$ cat src/rtl/board_referee_pkg.sv
// Shared definitions for the tic-tac-toe referee: cell and game codes, FSM states, winning lines.
// Difficulty codes live here so the CPU move generator agrees with the referee on encodings.
package board_referee_pkg;

    localparam logic [1:0]  CELL_X      = 2'd0;
    localparam logic [1:0]  CELL_O      = 2'd1;
    localparam logic [1:0]  CELL_EMPTY  = 2'd2;
    localparam logic [17:0] BOARD_EMPTY = 18'h2AAAA;
    localparam logic [3:0]  LAST_CELL   = 4'd8;
    localparam logic [3:0]  FULL_COUNT  = 4'd9;

    typedef enum logic [1:0] {
        GS_PLAYING = 2'd0,
        GS_X_WIN   = 2'd1,
        GS_O_WIN   = 2'd2,
        GS_DRAW    = 2'd3
    } game_state_t;

    typedef enum logic [1:0] {
        ST_WAIT  = 2'd0,
        ST_CHECK = 2'd1,
        ST_EVAL  = 2'd2,
        ST_OVER  = 2'd3
    } ref_state_t;

    typedef enum logic [1:0] {
        DIFF_EASY   = 2'd0,
        DIFF_NORMAL = 2'd1,
        DIFF_HARD   = 2'd2
    } difficulty_t;

    // Rows, columns, then the two diagonals.
    localparam logic [3:0] WIN_LINES [8][3] = '{
        '{4'd0, 4'd1, 4'd2}, '{4'd3, 4'd4, 4'd5}, '{4'd6, 4'd7, 4'd8},
        '{4'd0, 4'd3, 4'd6}, '{4'd1, 4'd4, 4'd7}, '{4'd2, 4'd5, 4'd8},
        '{4'd0, 4'd4, 4'd8}, '{4'd2, 4'd4, 4'd6}
    };

    // Out-of-range indices read as the never-driven code so they can never look empty.
    function automatic logic [1:0] cell_at(input logic [17:0] b, input logic [3:0] idx);
        logic [1:0] c;
        c = 2'd3;
        for (int i = 0; i < 9; i++) begin
            if (4'(i) == idx) c = b[2*i +: 2];
        end
        return c;
    endfunction

endpackage

$ cat src/rtl/board_referee_if.sv
// Move request handshake between a player source (human or CPU generator) and the referee.
interface board_referee_if;
    logic       move_valid;
    logic       move_player;
    logic [3:0] move_coord;
    logic       move_ready;
    logic       move_ack;
    logic       move_err;

    modport master (output move_valid, move_player, move_coord,
                    input  move_ready, move_ack, move_err);
    modport slave  (input  move_valid, move_player, move_coord,
                    output move_ready, move_ack, move_err);
endinterface

$ cat src/rtl/board_referee_line_checker.sv
// Combinational scan of the 8 winning lines for three equal non-empty cells.
module line_checker
    import board_referee_pkg::*;
(
    input  logic [17:0] board,
    output logic        x_win,
    output logic        o_win
);

    logic [1:0] a, b, c;

    always_comb begin
        x_win = 1'b0;
        o_win = 1'b0;
        a = CELL_EMPTY;
        b = CELL_EMPTY;
        c = CELL_EMPTY;
        for (int l = 0; l < 8; l++) begin
            a = cell_at(board, WIN_LINES[l][0]);
            b = cell_at(board, WIN_LINES[l][1]);
            c = cell_at(board, WIN_LINES[l][2]);
            if (a == b && b == c) begin
                if (a == CELL_X) x_win = 1'b1;
                if (a == CELL_O) o_win = 1'b1;
            end
        end
    end

endmodule

$ cat src/rtl/board_referee.sv
// Tic-tac-toe referee: accepts a move in WAIT, validates it in CHECK, scores the board in EVAL.
// A legal move is acknowledged three cycles after its handshake, an illegal one rejected after two.
module board_referee
    import board_referee_pkg::*;
#(
    parameter bit FIRST_PLAYER = 1'b0
) (
    input  logic        clock,
    input  logic        reset,
    input  logic        new_game,
    board_referee_if.slave mv,
    output logic [17:0] board,
    output logic        turn,
    output logic        cpu_req,
    output logic [1:0]  game_state,
    output logic [3:0]  move_count
);

    ref_state_t  state, state_d;
    game_state_t gs_q, gs_d;
    logic [17:0] board_d;
    logic        turn_d, cpu_req_d;
    logic [3:0]  count_d;
    logic        ready_q, ready_d, ack_q, ack_d, err_q, err_d;
    logic        lat_player, lat_player_d;
    logic [3:0]  lat_coord, lat_coord_d;
    logic        legal, x_win, o_win;

    line_checker u_line_checker (
        .board (board),
        .x_win (x_win),
        .o_win (o_win)
    );

    assign legal = (lat_coord <= LAST_CELL) &&
                   (cell_at(board, lat_coord) == CELL_EMPTY) &&
                   (lat_player == turn);

    assign mv.move_ready = ready_q;
    assign mv.move_ack   = ack_q;
    assign mv.move_err   = err_q;
    assign game_state    = gs_q;

    always_ff @(posedge clock) begin
        if (reset) state <= ST_WAIT;
        else       state <= state_d;
    end

    always_comb begin
        state_d = state;
        case (state)
            ST_WAIT:  if (mv.move_valid) state_d = ST_CHECK;
            ST_CHECK: state_d = legal ? ST_EVAL : ST_WAIT;
            ST_EVAL:  state_d = (x_win || o_win || move_count == FULL_COUNT) ? ST_OVER : ST_WAIT;
            default:  state_d = ST_OVER;
        endcase
        if (new_game) state_d = ST_WAIT;
    end

    always_comb begin
        board_d      = board;
        turn_d       = turn;
        gs_d         = gs_q;
        count_d      = move_count;
        ready_d      = ready_q;
        ack_d        = 1'b0;
        err_d        = 1'b0;
        lat_player_d = lat_player;
        lat_coord_d  = lat_coord;
        case (state)
            ST_WAIT: begin
                if (mv.move_valid) begin
                    lat_player_d = mv.move_player;
                    lat_coord_d  = mv.move_coord;
                    ready_d      = 1'b0;
                end
            end
            ST_CHECK: begin
                if (legal) begin
                    for (int i = 0; i < 9; i++) begin
                        if (4'(i) == lat_coord) board_d[2*i +: 2] = {1'b0, lat_player};
                    end
                    count_d = move_count + 4'd1;
                end else begin
                    err_d   = 1'b1;
                    ready_d = 1'b1;
                end
            end
            ST_EVAL: begin
                ack_d  = 1'b1;
                turn_d = ~turn;
                // A line completed on the ninth move still counts as a win.
                if (x_win)                          gs_d = GS_X_WIN;
                else if (o_win)                     gs_d = GS_O_WIN;
                else if (move_count == FULL_COUNT)  gs_d = GS_DRAW;
                else                                gs_d = GS_PLAYING;
                ready_d = (gs_d == GS_PLAYING);
            end
            default: ready_d = 1'b0;
        endcase
        if (new_game) begin
            board_d = BOARD_EMPTY;
            turn_d  = FIRST_PLAYER;
            gs_d    = GS_PLAYING;
            count_d = 4'd0;
            ready_d = 1'b1;
            ack_d   = 1'b0;
            err_d   = 1'b0;
        end
        cpu_req_d = ready_d & turn_d;
    end

    always_ff @(posedge clock) begin
        if (reset) begin
            board      <= BOARD_EMPTY;
            turn       <= FIRST_PLAYER;
            gs_q       <= GS_PLAYING;
            move_count <= 4'd0;
            ready_q    <= 1'b1;
            ack_q      <= 1'b0;
            err_q      <= 1'b0;
            cpu_req    <= FIRST_PLAYER;
            lat_player <= 1'b0;
            lat_coord  <= 4'd0;
        end else begin
            board      <= board_d;
            turn       <= turn_d;
            gs_q       <= gs_d;
            move_count <= count_d;
            ready_q    <= ready_d;
            ack_q      <= ack_d;
            err_q      <= err_d;
            cpu_req    <= cpu_req_d;
            lat_player <= lat_player_d;
            lat_coord  <= lat_coord_d;
        end
    end

endmodule

$ cat src/flat_wrapper.sv
// flat-port wrapper written by rule: the top's interface ports become plain ports
module board_referee_flat import board_referee_pkg::*;
#(
    parameter bit FIRST_PLAYER = 1'b0
)
  (clock, reset, new_game, board, turn, cpu_req, game_state, move_count, mv_move_valid, mv_move_player, mv_move_coord, mv_move_ready, mv_move_ack, mv_move_err);
  board_referee_if mv_i ();
  input  logic clock;
  input  logic reset;
  input  logic new_game;
  output logic [17:0] board;
  output logic turn;
  output logic cpu_req;
  output logic [1:0] game_state;
  output logic [3:0] move_count;
  input wire logic [$bits(mv_i.move_valid)-1:0] mv_move_valid;
  input wire logic [$bits(mv_i.move_player)-1:0] mv_move_player;
  input wire logic [$bits(mv_i.move_coord)-1:0] mv_move_coord;
  output wire logic [$bits(mv_i.move_ready)-1:0] mv_move_ready;
  output wire logic [$bits(mv_i.move_ack)-1:0] mv_move_ack;
  output wire logic [$bits(mv_i.move_err)-1:0] mv_move_err;
  assign mv_i.move_valid = mv_move_valid;
  assign mv_i.move_player = mv_move_player;
  assign mv_i.move_coord = mv_move_coord;
  assign mv_move_ready = mv_i.move_ready;
  assign mv_move_ack = mv_i.move_ack;
  assign mv_move_err = mv_i.move_err;
  board_referee #(.FIRST_PLAYER(FIRST_PLAYER)) u_core (.clock(clock), .reset(reset), .new_game(new_game), .mv(mv_i), .board(board), .turn(turn), .cpu_req(cpu_req), .game_state(game_state), .move_count(move_count));
endmodule
$ cat config.mk
export PLATFORM = sky130hd
export DESIGN_NAME = board_referee_flat
export DESIGN_NICKNAME = d
export VERILOG_FILES = /design/src/rtl/board_referee_pkg.sv /design/src/rtl/board_referee_if.sv /design/src/rtl/board_referee_line_checker.sv /design/src/rtl/board_referee.sv /design/src/flat_wrapper.sv
export SDC_FILE = /design/constraint.sdc
export NUM_CORES = 1
export LEC_CHECK = 0
export CORE_MARGIN = 8
export CORE_UTILIZATION = 35
export DETAILED_ROUTE_END_ITERATION = 10
export MAX_ROUTING_LAYER = met4
export SYNTH_ARGS = -nofsm -noshare
export SYNTH_HDL_FRONTEND = slang
export SYNTH_SLANG_ARGS = --single-unit
$ cat constraint.sdc
create_clock -name clock -period 1.6 [get_ports clock]
set_input_delay 0.32 -clock clock [delete_from_list [all_inputs] [get_ports clock]]
set_output_delay 0.32 -clock clock [all_outputs]
set_load 0.005 [all_outputs]
==> impl_results.md <==
- Status: finished, violations left
- Failing checks: negative setup slack
- Async SR Flop Fraction: 0
- WP data required: 1.80 ns
- Io pins: 38
- Commonest non-fill, non-tap cells in the layout: buf_4, nor2_1, clkdlybuf4s50_1
- Reg2reg end: u_core.move_count[2]
- Area Overhead vs Synth: 77.7%
- Crit path cell chain: buf_6 -> nor2_8 -> o21ai_4 -> a2111oi_4 -> o211a_1 -> buf_6 -> a21oi_2 -> a31o_1
- Worst Setup Path Type: register to register
- Fill cells: 416
- Worst VDD drop: 0.639 mV
- Unrepaired setup endpoints after global routing: true
- Multi-input logic area: 1160 µm²
- Final nets: 318
- Buf+Inv Stages, Crit Path: 2
- Setup ws final: -0.173 ns
- Setup violators final: 28
- Critical path endpoint: u_core.move_count[2]
- GRT Total Usage: 0.157
- Final Max Tran Viols: 0
- Vert. Die Dim: 86.5 µm
- Avg WL per Cell: 15.6 µm
- Slowest-stage cell, CP: a2111oi_4
- Syn nets: 219
- TritonCTS Buffers: 5
- Largest net degree at the start of global routing: 17
- Initial Util: 0.366
- CTS root buf: clkbuf_8
- Worst path most repeated cell: buf_6
- Die width: 86.5 µm
- Slew @ Worst Pin: 0.461 ns
- PD cells: 748 nW/µm²
- Sequential area share after synthesis: 0.414
- Vias in the first global route: 1803
- Register area: 768 µm²
- Worst hold path type: register to register
- CP startpoint: u_core.lat_coord[1]
- Min Hold Slack: 0.462 ns
- Final core utilization: 0.651
- Via count of the routed design: 1902
- Worst EP arrival: 1.97 ns
- Critical Path Max Stage Delay: 0.39 ns
- Post-DP Area: 2620 µm²
- Initial DRC count: 78
- #FFs+latches synth: 36
- Most used DFF post-synth: dfxtp_1
- Pre-antenna DRT Iters: 4
- Hold Buf Count CTS: 0
- Top delay family on crit path: compound AO/OA/AOI/OAI gates
- Max Fclk: 564 MHz
- Max-cap violations: 0
- Max Buffers Root-to-Sink: 2
- Critical Path Fanout Max: 5
- Syn Inst Count: 208
- Post-route design area: 3100 µm²
- Clock Skew: 0.00845 ns
- First-pass GRT wire length: 9.03 mm
- HPWL Detailed: 4.18 mm
- Clk sinks: 36
- Crit. End Element: register
- Synth cell types: 50
- Vias/cell: 5.07
- Commonest non-fill, non-tap cell in the layout: buf_4
- Fin crit period: 1.77 ns
- # rows: 25
- Setup TNS: -3.10 ns
- # diodes: 0
- Worst r2r path cells: 8
- DRT antenna net count: 0
- Total grt overflow: 0
- Core Area: 4750 µm²
- Max H-tree Level: 2
- Routed wire length: 5.85 mm
- Reg clk slew, reported paths: 0.08 ns
- Residual DRC: 0
- Warning count from the yosys run: 0
- CTS tree: built
- Leakage power: 1.28 nW
- Final hold violation count: 0
- Initial antenna violation count: 0
- Synth Area per Inst: 8.37 µm²
- Worst-skew pair later-pin latency: 0.30 ns
- Number of stages on the worst hold path: 2
- Port Buffers: 37
- Tcrit/Tclk final: 1.11
- Share of cells above drive strength 1: 0.412
- Critical Path Start Type: register
- Slew headroom: 0.690
- Post-Syn Area: 1740 µm²
- R2R setup slack: -0.17 ns
- Die footprint: 7490 µm²
- Reg2reg start: u_core.lat_coord[1]
- Number of flops mapped to enable cells by yosys: 0
- Critical path depth: 8
- RD Place Congestion: 0.890
[cells in the mapped netlist, types with 5 or more instances]
master    count  share of area
a21oi_1      11          0.032
a31oi_1      10          0.036
dfxtp_1      36           0.41
inv_1         9          0.019
nand2_1      14          0.030
nand2b_1      5          0.018
nor2_1       33          0.071
nor2b_1       6          0.022
nor3_1        7          0.020
nor4_1        5          0.018
o21ai_0       6          0.017
o21ai_1       5          0.014
[per-stage QoR]
step	setup slack, ns	instances	power [mW]
2_1_floorplan	-0.0509	208	1.07
3_3_place_gp	-0.147	359	1.18
3_5_place_dp	-0.182	359	1.18
4_1_cts	-0.137	370	2.30
5_1_grt	-0.239	375	2.39
6_report	-0.173	375	2.32
[flip-flops by register name, indices dropped and copies added (netlist names), 2 cells and up]
| signal | flops |
|---|---|
| u_core.board | 18 |
| u_core.lat_coord | 4 |
| u_core.move_count | 4 |
| u_core.game_state | 2 |
| u_core.state | 2 |
[repair_timing]
item / in CTS / in global routing
endpoints found under the setup margin: 40 / 34
setup buffers: 3 / 4
pin swaps: 5 / 13
gates cloned: 0 / 1
resized for setup: 45 / 40
[area by class of cell]
| cell class | count | share of cell area |
|---|---|---|
| clock buffers | 5 | 0.0222 |
| inverters | 9 | 0.0109 |
| clock inverters | 3 | 0.0291 |
| flip-flops and latches | 36 | 0.248 |
| multi-input cells | 155 | 0.376 |
| repair buffers | 100 | 0.287 |
| well taps | 67 | 0.0271 |
[metal layers]
layer  track usage  wire (µm)  part of all wire
met2         0.255       2830              0.48
met4        0.0469         63             0.011
met1         0.193       2780              0.47
met3        0.0293        185             0.032
met5             -          0                 0
[cell families (layout without fill, tap and decap cells)]
| logic type | Yosys count | count (layout) | share of synthesized area |
|---|---|---|---|
| adder cells (fa/ha/maj) | 2 | 2 | 0.0144 |
| AND/OR/NAND/NOR | 93 | 93 | 0.284 |
| AO/OA/AOI/OAI | 53 | 53 | 0.201 |
| XOR/XNOR | 3 | 3 | 0.0151 |
| multiplexers | 4 | 4 | 0.0230 |
| buffers and inverters | 17 | 117 | 0.0481 |
| flip-flops | 36 | 36 | 0.414 |
[worst register-to-register path, delay by kind of cell (launching register included)]
kind,cells,cell delay (ns)
flip-flops,1,0.36
AO/OA/AOI/OAI,5,0.93
AND/OR/NAND/NOR,1,0.11
buffers and inverters,2,0.28
[worst min-delay path by stage]
stage                                 endpoint                 start  slack, ns
final                     u_core.game_state[0]  u_core.game_state[0]       0.46
after global routing      u_core.game_state[0]  u_core.game_state[0]       0.48
after floorplan            u_core.lat_coord[0]                 reset       0.39
after detailed placement  u_core.game_state[0]  u_core.game_state[0]       0.46
after CTS                 u_core.game_state[0]  u_core.game_state[0]       0.47
after global placement    u_core.game_state[0]  u_core.game_state[0]       0.46
[report_power, final]
group / internal (mW) / leakage (nW) / total [mW] / switching (mW)
Sequential: 0.897 / 0.296 / 0.908 / 0.0110
Clock: 0.780 / 0.0784 / 1.13 / 0.346
Combinational: 0.147 / 0.908 / 0.282 / 0.135
Total: 1.82 / 1.28 / 2.32 / 0.492
No activity file was read; power rests on OpenSTA's default activity.
